`src/rtl/trace_pkg.sv`:
```
// Shared types for the writeback trace buffer: FSM encoding, entry layout and entry width.
package trace_pkg;

   typedef enum logic [1:0] {
      IDLE    = 2'd0,
      ARMED   = 2'd1,
      CAPTURE = 2'd2,
      DONE    = 2'd3
   } state_t;

   localparam int unsigned TRACE_XLEN = 32;

   // Field order matches rd_data packing: {pc, waddr, wdata}.
   typedef struct packed {
      logic [TRACE_XLEN-1:0] pc;
      logic [4:0]            waddr;
      logic [TRACE_XLEN-1:0] wdata;
   } trace_entry_t;

   function automatic int unsigned entry_width(input int unsigned xlen);
      return 2 * xlen + 5;
   endfunction

endpackage

```
`src/rtl/trace_ram.sv`:
```
// Trace storage: DEPTH entries, one synchronous write port, one asynchronous read port.
module trace_ram #(
   parameter int unsigned DEPTH = 16,
   parameter int unsigned WIDTH = 69,
   parameter int unsigned AW    = $clog2(DEPTH)
) (
   input  logic             clk,
   input  logic             we,
   input  logic [AW-1:0]    waddr,
   input  logic [WIDTH-1:0] wdata,
   input  logic [AW-1:0]    raddr,
   output logic [WIDTH-1:0] rdata
);

   logic [WIDTH-1:0] mem [DEPTH];

   always_ff @(posedge clk) begin
      if (we) mem[waddr] <= wdata;
   end

   assign rdata = mem[raddr];

endmodule

```
`src/rtl/wb_trace_buffer.sv`:
```
// Register-file writeback trace buffer with PC trigger, linear or circular capture and FIFO readout.
module wb_trace_buffer
   import trace_pkg::*;
#(
   parameter int unsigned XLEN  = 32,
   parameter int unsigned DEPTH = 16,
   parameter int unsigned POST  = 4
) (
   input  logic                       clk,
   input  logic                       rst,
   input  logic                       wb_valid,
   input  logic [4:0]                 wb_waddr,
   input  logic [XLEN-1:0]            wb_wdata,
   input  logic [XLEN-1:0]            wb_pc,
   input  logic                       arm,
   input  logic                       mode,
   input  logic                       trig_en,
   input  logic [XLEN-1:0]            trig_pc,
   input  logic                       rd_ready,
   output logic                       rd_valid,
   output logic [2*XLEN+4:0]          rd_data,
   output logic [$clog2(DEPTH+1)-1:0] count,
   output state_t                     state,
   output logic                       overflow
);

   localparam int unsigned EW = entry_width(XLEN);
   localparam int unsigned CW = $clog2(DEPTH + 1);
   localparam int unsigned AW = $clog2(DEPTH);

   logic [AW-1:0] wr_ptr, rd_ptr;
   logic [CW-1:0] post_cnt;
   logic          mode_q;
   logic          qual, hit, rec, full, pop;

   assign qual     = wb_valid && (wb_waddr != 5'd0);
   assign hit      = qual && trig_en && (wb_pc == trig_pc);
   assign full     = (count == CW'(DEPTH));
   assign rd_valid = (state == DONE) && (count != '0);
   assign pop      = rd_valid && rd_ready && !arm;

   always_comb begin
      rec = 1'b0;
      unique case (state)
         ARMED:   rec = qual && (mode_q || !trig_en || hit);
         CAPTURE: rec = qual;
         default: rec = 1'b0;
      endcase
      if (arm) rec = 1'b0;
   end

   always_ff @(posedge clk or posedge rst) begin
      if (rst) begin
         state    <= IDLE;
         count    <= '0;
         wr_ptr   <= '0;
         rd_ptr   <= '0;
         post_cnt <= '0;
         overflow <= 1'b0;
         mode_q   <= 1'b0;
      end else if (arm) begin
         state    <= ARMED;
         count    <= '0;
         wr_ptr   <= '0;
         rd_ptr   <= '0;
         post_cnt <= '0;
         overflow <= 1'b0;
         mode_q   <= mode;
      end else begin
         if (rec) begin
            wr_ptr <= wr_ptr + 1'b1;
            // Only circular mode can record while full: drop the oldest entry.
            if (full) begin
               rd_ptr   <= rd_ptr + 1'b1;
               overflow <= 1'b1;
            end else begin
               count <= count + 1'b1;
            end
         end
         if (pop) begin
            rd_ptr <= rd_ptr + 1'b1;
            count  <= count - 1'b1;
         end
         unique case (state)
            ARMED: begin
               if (!mode_q) begin
                  if (!trig_en || hit) state <= CAPTURE;
               end else if (qual && (!trig_en || hit)) begin
                  if (POST == 0) begin
                     state <= DONE;
                  end else begin
                     state    <= CAPTURE;
                     post_cnt <= CW'(POST);
                  end
               end
            end
            CAPTURE: begin
               if (qual) begin
                  if (!mode_q) begin
                     if (count == CW'(DEPTH - 1)) state <= DONE;
                  end else begin
                     post_cnt <= post_cnt - 1'b1;
                     if (post_cnt == CW'(1)) state <= DONE;
                  end
               end
            end
            default: ;
         endcase
      end
   end

   trace_ram #(
      .DEPTH (DEPTH),
      .WIDTH (EW),
      .AW    (AW)
   ) u_ram (
      .clk   (clk),
      .we    (rec),
      .waddr (wr_ptr),
      .wdata ({wb_pc, wb_waddr, wb_wdata}),
      .raddr (rd_ptr),
      .rdata (rd_data)
   );

endmodule

```
`config.mk`:
```
export PLATFORM = sky130hd
export DESIGN_NAME = wb_trace_buffer
export DESIGN_NICKNAME = d
export VERILOG_FILES = /design/src/rtl/trace_pkg.sv /design/src/rtl/trace_ram.sv /design/src/rtl/wb_trace_buffer.sv
export SDC_FILE = /design/constraint.sdc
export NUM_CORES = 1
export LEC_CHECK = 0
export ABC_AREA = 0
export CAP_MARGIN = 15
export CORE_MARGIN = 4
export CORE_UTILIZATION = 57
export CTS_BUF_LIST = sky130_fd_sc_hd__clkbuf_4
export DETAILED_ROUTE_END_ITERATION = 6
export PLACE_DENSITY = 0.79
export SLEW_MARGIN = 10
export SYNTH_ARGS = -nofsm -noshare
export SYNTH_HDL_FRONTEND = slang
export SYNTH_HIERARCHICAL = 1
export SYNTH_SLANG_ARGS = --single-unit
```
`constraint.sdc`:
```
create_clock -name clk -period 8 [get_ports clk]
set_input_delay 1.2 -clock clk [delete_from_list [all_inputs] [get_ports clk]]
set_output_delay 1.2 -clock clk [all_outputs]
set_load 0.05 [all_outputs]
```
# Yosys cells after proc, flatten, opt, wreduce, memory -nomap -nowiden
# Memories as Yosys holds them, arrays and structs flattened.
# Index checks and enable logic that the tools add are counted.
[classes] n_mux=32 n_addsub=5 n_eq_ne=16 reduce_logical=25
[op_table] cell="2-to-1 mux 5 bit" n=9
[op_table] cell="equality test 32 bit" n=1
[op_table] cell="2-to-1 mux 4 bit" n=6
[op_table] cell="2-to-1 mux 2 bit" n=8
[op_table] cell="!= test 4 bit, second input constant" n=4
[op_table] cell="!= test 3 bit, second input constant" n=4
[op_table] cell="one-hot mux 5 bit (2 select lines)" n=1
[op_table] cell="nonzero test 5 bit" n=2
[op_table] cell="subtractor 5 x 1 -> 5 bit, second input constant" n=2
[op_table] cell="nonzero test 3 bit" n=3
[op_table] cell="adder 4 x 1 -> 4 bit, second input constant" n=2
[op_table] cell="logical AND 1 bit" n=8
[op_table] cell="2-to-1 mux 1 bit" n=6
[op_table] cell="AND reduction 2 bit" n=3
[op_table] cell="AND reduction 6 bit" n=1
[op_table] cell="adder 5 x 1 -> 5 bit, second input constant" n=1
[op_table] cell="equality test 5 x 1 -> 1 bit, second input constant" n=1
[op_table] cell="equality test 5 x 4 -> 1 bit, second input constant" n=1
[op_table] cell="equality test 5 bit, second input constant" n=1
[op_table] cell="AND reduction 5 bit" n=1
[op_table] cell="equality test 2 bit, second input constant" n=2
[op_table] cell="one-hot mux 2 bit (2 select lines)" n=1
[op_table] cell="nonzero test 2 bit" n=2
[op_table] cell="logical OR 1 bit" n=3
[op_table] cell="4 further kinds" n=5
[word_totals] mem_bits_rw=1104 in_bits=108 out_inout_bits=78 wordCells=86 regBits=22 n_memories=1
[memory_table] name="u_ram.mem" depth=16 width=69 rd=1 rd_clocked_by_memory_dff=0 write_ports=1 line="trace_ram.sv:15" source="logic [WIDTH-1:0] mem [DEPTH];"

# Logic depth before layout (Yosys ltp)
[logic_depth] word_depth=11 depth_mapped=12 ltp_nobuf=12

# Cells and area by module
# The synthesis kept the hierarchy.
[modules_own_cells] mod="trace_ram" instances=1 cells_each=1707 seq_area_each_um2=33151.8 area_each_um2=41328.4
[modules_own_cells] mod="wb_trace_buffer" instances=1 cells_each=212 seq_area_each_um2=550.5 area_each_um2=1911.8

# Worst setup path before layout
# OpenSTA, ideal clock, no wires.
[synth_path] path_kind="input-to-reg" from="in trig_pc[0]" to="mem u_ram.mem[0][0] (enable)" path_buffers=1 cell_stages=9 t_required_ns=7.419 setup_time_ns=0.581 t_arrival_ns=7.858 path_slack_ns=-0.439 path_cell_list="xnor2_1 > nand4_1 > nor4_2 > a21oi_2 > nor4_4 > buf_4 > nor2b_1 > or3b_2 > nor3_1"
[synth_between] elab_chain_cells=8
[synth_rtl] item="start: declaration" line="wb_trace_buffer.sv:18" source="input logic [XLEN-1:0] trig_pc,"
[synth_rtl] item="equality test 32 bit" line="wb_trace_buffer.sv:37" source="assign hit = qual && trig_en && (wb_pc == trig_pc);"
[synth_rtl] item="logical AND 1 bit" line="wb_trace_buffer.sv:37"
[synth_rtl] item="logical OR 1 bit" line="wb_trace_buffer.sv:45" source="ARMED: rec = qual && (mode_q || !trig_en || hit);"
[synth_rtl] item="logical AND 1 bit" line="wb_trace_buffer.sv:45"
[synth_rtl] item="one-hot mux 1 bit (2 select lines)" line="wb_trace_buffer.sv:44" source="unique case (state)"
[synth_rtl] item="2-to-1 mux 1 bit" line="wb_trace_buffer.sv:49" source="if (arm) rec = 1'b0;"
[synth_rtl] item="named net rec" line="wb_trace_buffer.sv:34" source="logic qual, hit, rec, full, pop;"
[synth_rtl] item="2-to-1 mux 1 bit" line="trace_ram.sv:18" source="if (we) mem[waddr] <= wdata;"
[synth_rtl] item="2-to-1 mux 1 bit (implied by the code)" line="trace_ram.sv:18"
[synth_rtl] item="end: declaration" line="trace_ram.sv:15"
# The timed path passes the listed nets, and every way through them passes these cells.

# Worst setup path after layout
[layout_path] from="reg rd_ptr[0]" to="out rd_data[57]"
[layout_between] elab_chain_cells=1
[layout_rtl] item="start: declaration" line="wb_trace_buffer.sv:31" source="logic [AW-1:0] wr_ptr, rd_ptr;"
[layout_rtl] item="start signal: assignment" line="wb_trace_buffer.sv:74" source="rd_ptr <= rd_ptr + 1'b1;"
[layout_rtl] item="start signal: assignment" line="wb_trace_buffer.sv:81" source="rd_ptr <= rd_ptr + 1'b1;"
[layout_rtl] item="memory read (16 x 69 bit)"
[layout_rtl] item="end: declaration" line="wb_trace_buffer.sv:21" source="output logic [2*XLEN+4:0] rd_data,"
# Every way passes these cells.

==> impl_metrics.toml <==
[outcome]
status = "finished clean"

[clocking]
insertion_delay_ns = 1.08
clkTransAtPathRegs_ns = 0.06
cts_setup_buffers = 0
htree_num_levels = 5
clock-sinks = 1126
ctsResizeCount = 0
numCtsBuffers = 289
ctsLongestPathBuffers = 4
clockRootBuffer = "clkbuf_4"
cts_hold_buf = 0
cts_tree = "done"

[routing]
wirelength_met1_mm = 36.9
viasPerCell = 6.33
top_layer_used = "met4"
met3WireLength_mm = 10.3
vias = 22002
drt-wirelength-per-cell_um = 28.2
drc = 0
ant_nets = 0
wirelength_mm = 98.0
first_pass_iters = 5
drtIter0Drc = 2704
wl_met2_mm = 48.6

[grt]
grt_pass1_wl_mm = 147
grt-ovfl-total = 0
grt_max_degree = 101
antenna_found_initial = 7
grt_pass1_vias = 23585
grt_use_total_pct = 24.8

[floorplan]
die_x_um = 283
fp.coreArea_um2 = 74800
start_util_pct = 57.8
die_y_um = 283
rows = 100
ios = 186
die_area_um2 = 80300

[yosys]
ys_seq_elements = 1126
yosysSeqAreaShare_pct = 77.9
synth.top_cells.by_count = "1104 x edfxtp_1, 273 x mux4_2, 138 x a22oi_1, 81 x nand2_1, 37 x clkbuf_1"
synthTopCellsByArea = "edfxtp_1 77%, mux4_2 14%, a22oi_1 2.4%"
async_flop_share_pct = 1.95
syn_nets = 2038
synth-edff-count = 1104
ys_types = 55
synth_most_common_cell = "edfxtp_1"
yosys.area.top_type = "edfxtp_1"
ys.flop_type = "edfxtp_1"
ys_warn_count = 6
synth_area_um2 = 43200
synth_top_area_share_pct = 76.7
syn_inst = 1919
avgSynthCellArea_um2 = 22.5

[sta]
clock_skew_ns = 0.0865
finalSetupTns_ns = 0
finalHoldViolCount = 0
maxSlewViolCount = 0
fin_crit_sh_pct = 73.9
final-setup-viol-count = 0
tightest_slew_ns = 1.26
fmax_ghz = 0.169
period_needed_ns = 5.91
max_slew_margin_pct = 15.6
rsz0062_at_grt = "no"

[worst_setup_path]
crit_family = "buffers and inverters"
crit_path_start_kind = "flop"
worstPathArrival_ns = 4.71
cp_slowest_stage_delay_ns = 1.04
critPathBufInv = 2
cp_slowest_cell = "dfrtp_4"
crit_type = "reg -> out"
path_max_fanout = 100
setup.worst_path.end_class = "output port"
required_ns = 6.80
cp_cell_sequence = "buf_12 > mux4_2 > a22oi_1 > nand2_1 > clkdlybuf4s50_1"

[layout]
finalCoreUtilization_pct = 66.4
regArea_um2 = 33700
drive_above_1_share_pct = 30.4
multi_input_area_um2 = 9090
fillers = 4601
fin_nets = 2455
synthToLayoutAreaGrowth_pct = 14.8

[place]
dp_hpwl_mm = 51.6
numPortBuffers = 185
gp_congestion = 0.802

[pwr]
powerDensity_nw_per_um2 = 231
leakage_nw = 15.5
ir_worst_vdd_uv = 140

[worst_hold_path]
hp-class = "reg -> reg"

[run]
drv_cap = 0
[stage by stage]
step                      instances  hold slack (ns)  setup WS, ns  cell area, µm²  power (mW)
after floorplan                1919            0.489          1.43           43300        6.87
after global placement         3014            0.508          1.80           46300        7.08
after detailed placement       3014            0.536          1.53           46300        7.10
after CTS                      3466            0.526          1.84           49600        11.6
after global routing           3471            0.603          1.76           49700        12.0
final                          3474            0.560          2.09           49700        11.5
[cell usage in the layout (no fill, tap or decap), types with 8 or more instances in the layout]
master           netlist  final
nand3_1               10     10
inv_1                 15     15
nand2b_1              11     11
diode_2                0      8
nor2_1                28     15
buf_4                  9     30
xnor2_1               33     33
buf_12                 0     10
nor2_4                 0     13
ha_1                  10     10
clkdlybuf4s50_1        0    185
nand4_1                8      8
nand2_1               81     81
clkinv_1               0     41
a22oi_1              138    138
a21oi_1               12     12
mux4_2               273    273
dfrtp_1               22     20
edfxtp_1            1104   1104
clkbuf_4               0    393
[layer usage]
layer  vias to the layer above  GRT usage (%)
met1                     11422           33.3
met5                         -              0
met2                      1304           39.3
met4                         0           8.12
li1                       9126              -
met3                       150           7.98
[registers in the layout (all words and copies together), names as in the netlist]
signal and flops:
count 5, overflow 1, state 2, wr_ptr 4, post_cnt 5, u_ram/mem 1104
mode_q 1, rd_ptr 4
[final timing paths]
path                                          from                   endpoint  slack, ns  cells after the start
min in group asynchronous                      rst         mode_q$_DFFE_PP0P_       0.65                      2
max in group asynchronous                      rst      rd_ptr[0]$_DFFE_PP0P_       6.65                      2
min reg2reg                post_cnt[2]$_DFFE_PP0P_    post_cnt[2]$_DFFE_PP0P_       0.56                      1
max reg2reg                   state[0]$_DFFE_PP0P_  u_ram/mem[9][1]$_DFFE_PP_       3.35                      9
min                        post_cnt[2]$_DFFE_PP0P_    post_cnt[2]$_DFFE_PP0P_       0.56                      1
max                          rd_ptr[0]$_DFFE_PP0P_                rd_data[57]       2.09                      5
[power by group]
group          leakage, nW  switching [mW]  internal (mW)
combinational         3.29           0.282          0.172
clock                 1.99            2.12           2.38
sequential            10.2          0.0187           6.50
[logic make-up (layout without fill, tap and decap cells)]
family                     after synthesis  in the layout  share of synthesized area, %
buffers and inverters                  114            692                          1.40
xor gates and xnor gates                35             35                         0.709
and+or+nand+nor                        173            173                          1.93
muxes                                  282            282                          14.5
other                                    0              8                             0
DFF                                   1126           1126                          77.9
adders and majority gates               11             11                         0.336
AOI/OAI and AO/OA                      178            178                          3.14
[area by class of cell]
| class | count | share of cell area [%] |
|---|---|---|
| Multi-Input combinational cell | 679 | 18.3 |
| Timing Repair Buffer | 225 | 4.59 |
| Clock inverter | 59 | 0.685 |
| Antenna cell | 8 | 0.0403 |
| Clock buffer | 393 | 5.94 |
| Sequential cell | 1126 | 67.9 |
| Tap cell | 969 | 2.44 |
| Inverter | 15 | 0.113 |
No activity file was read; power rests on OpenSTA's default activity.
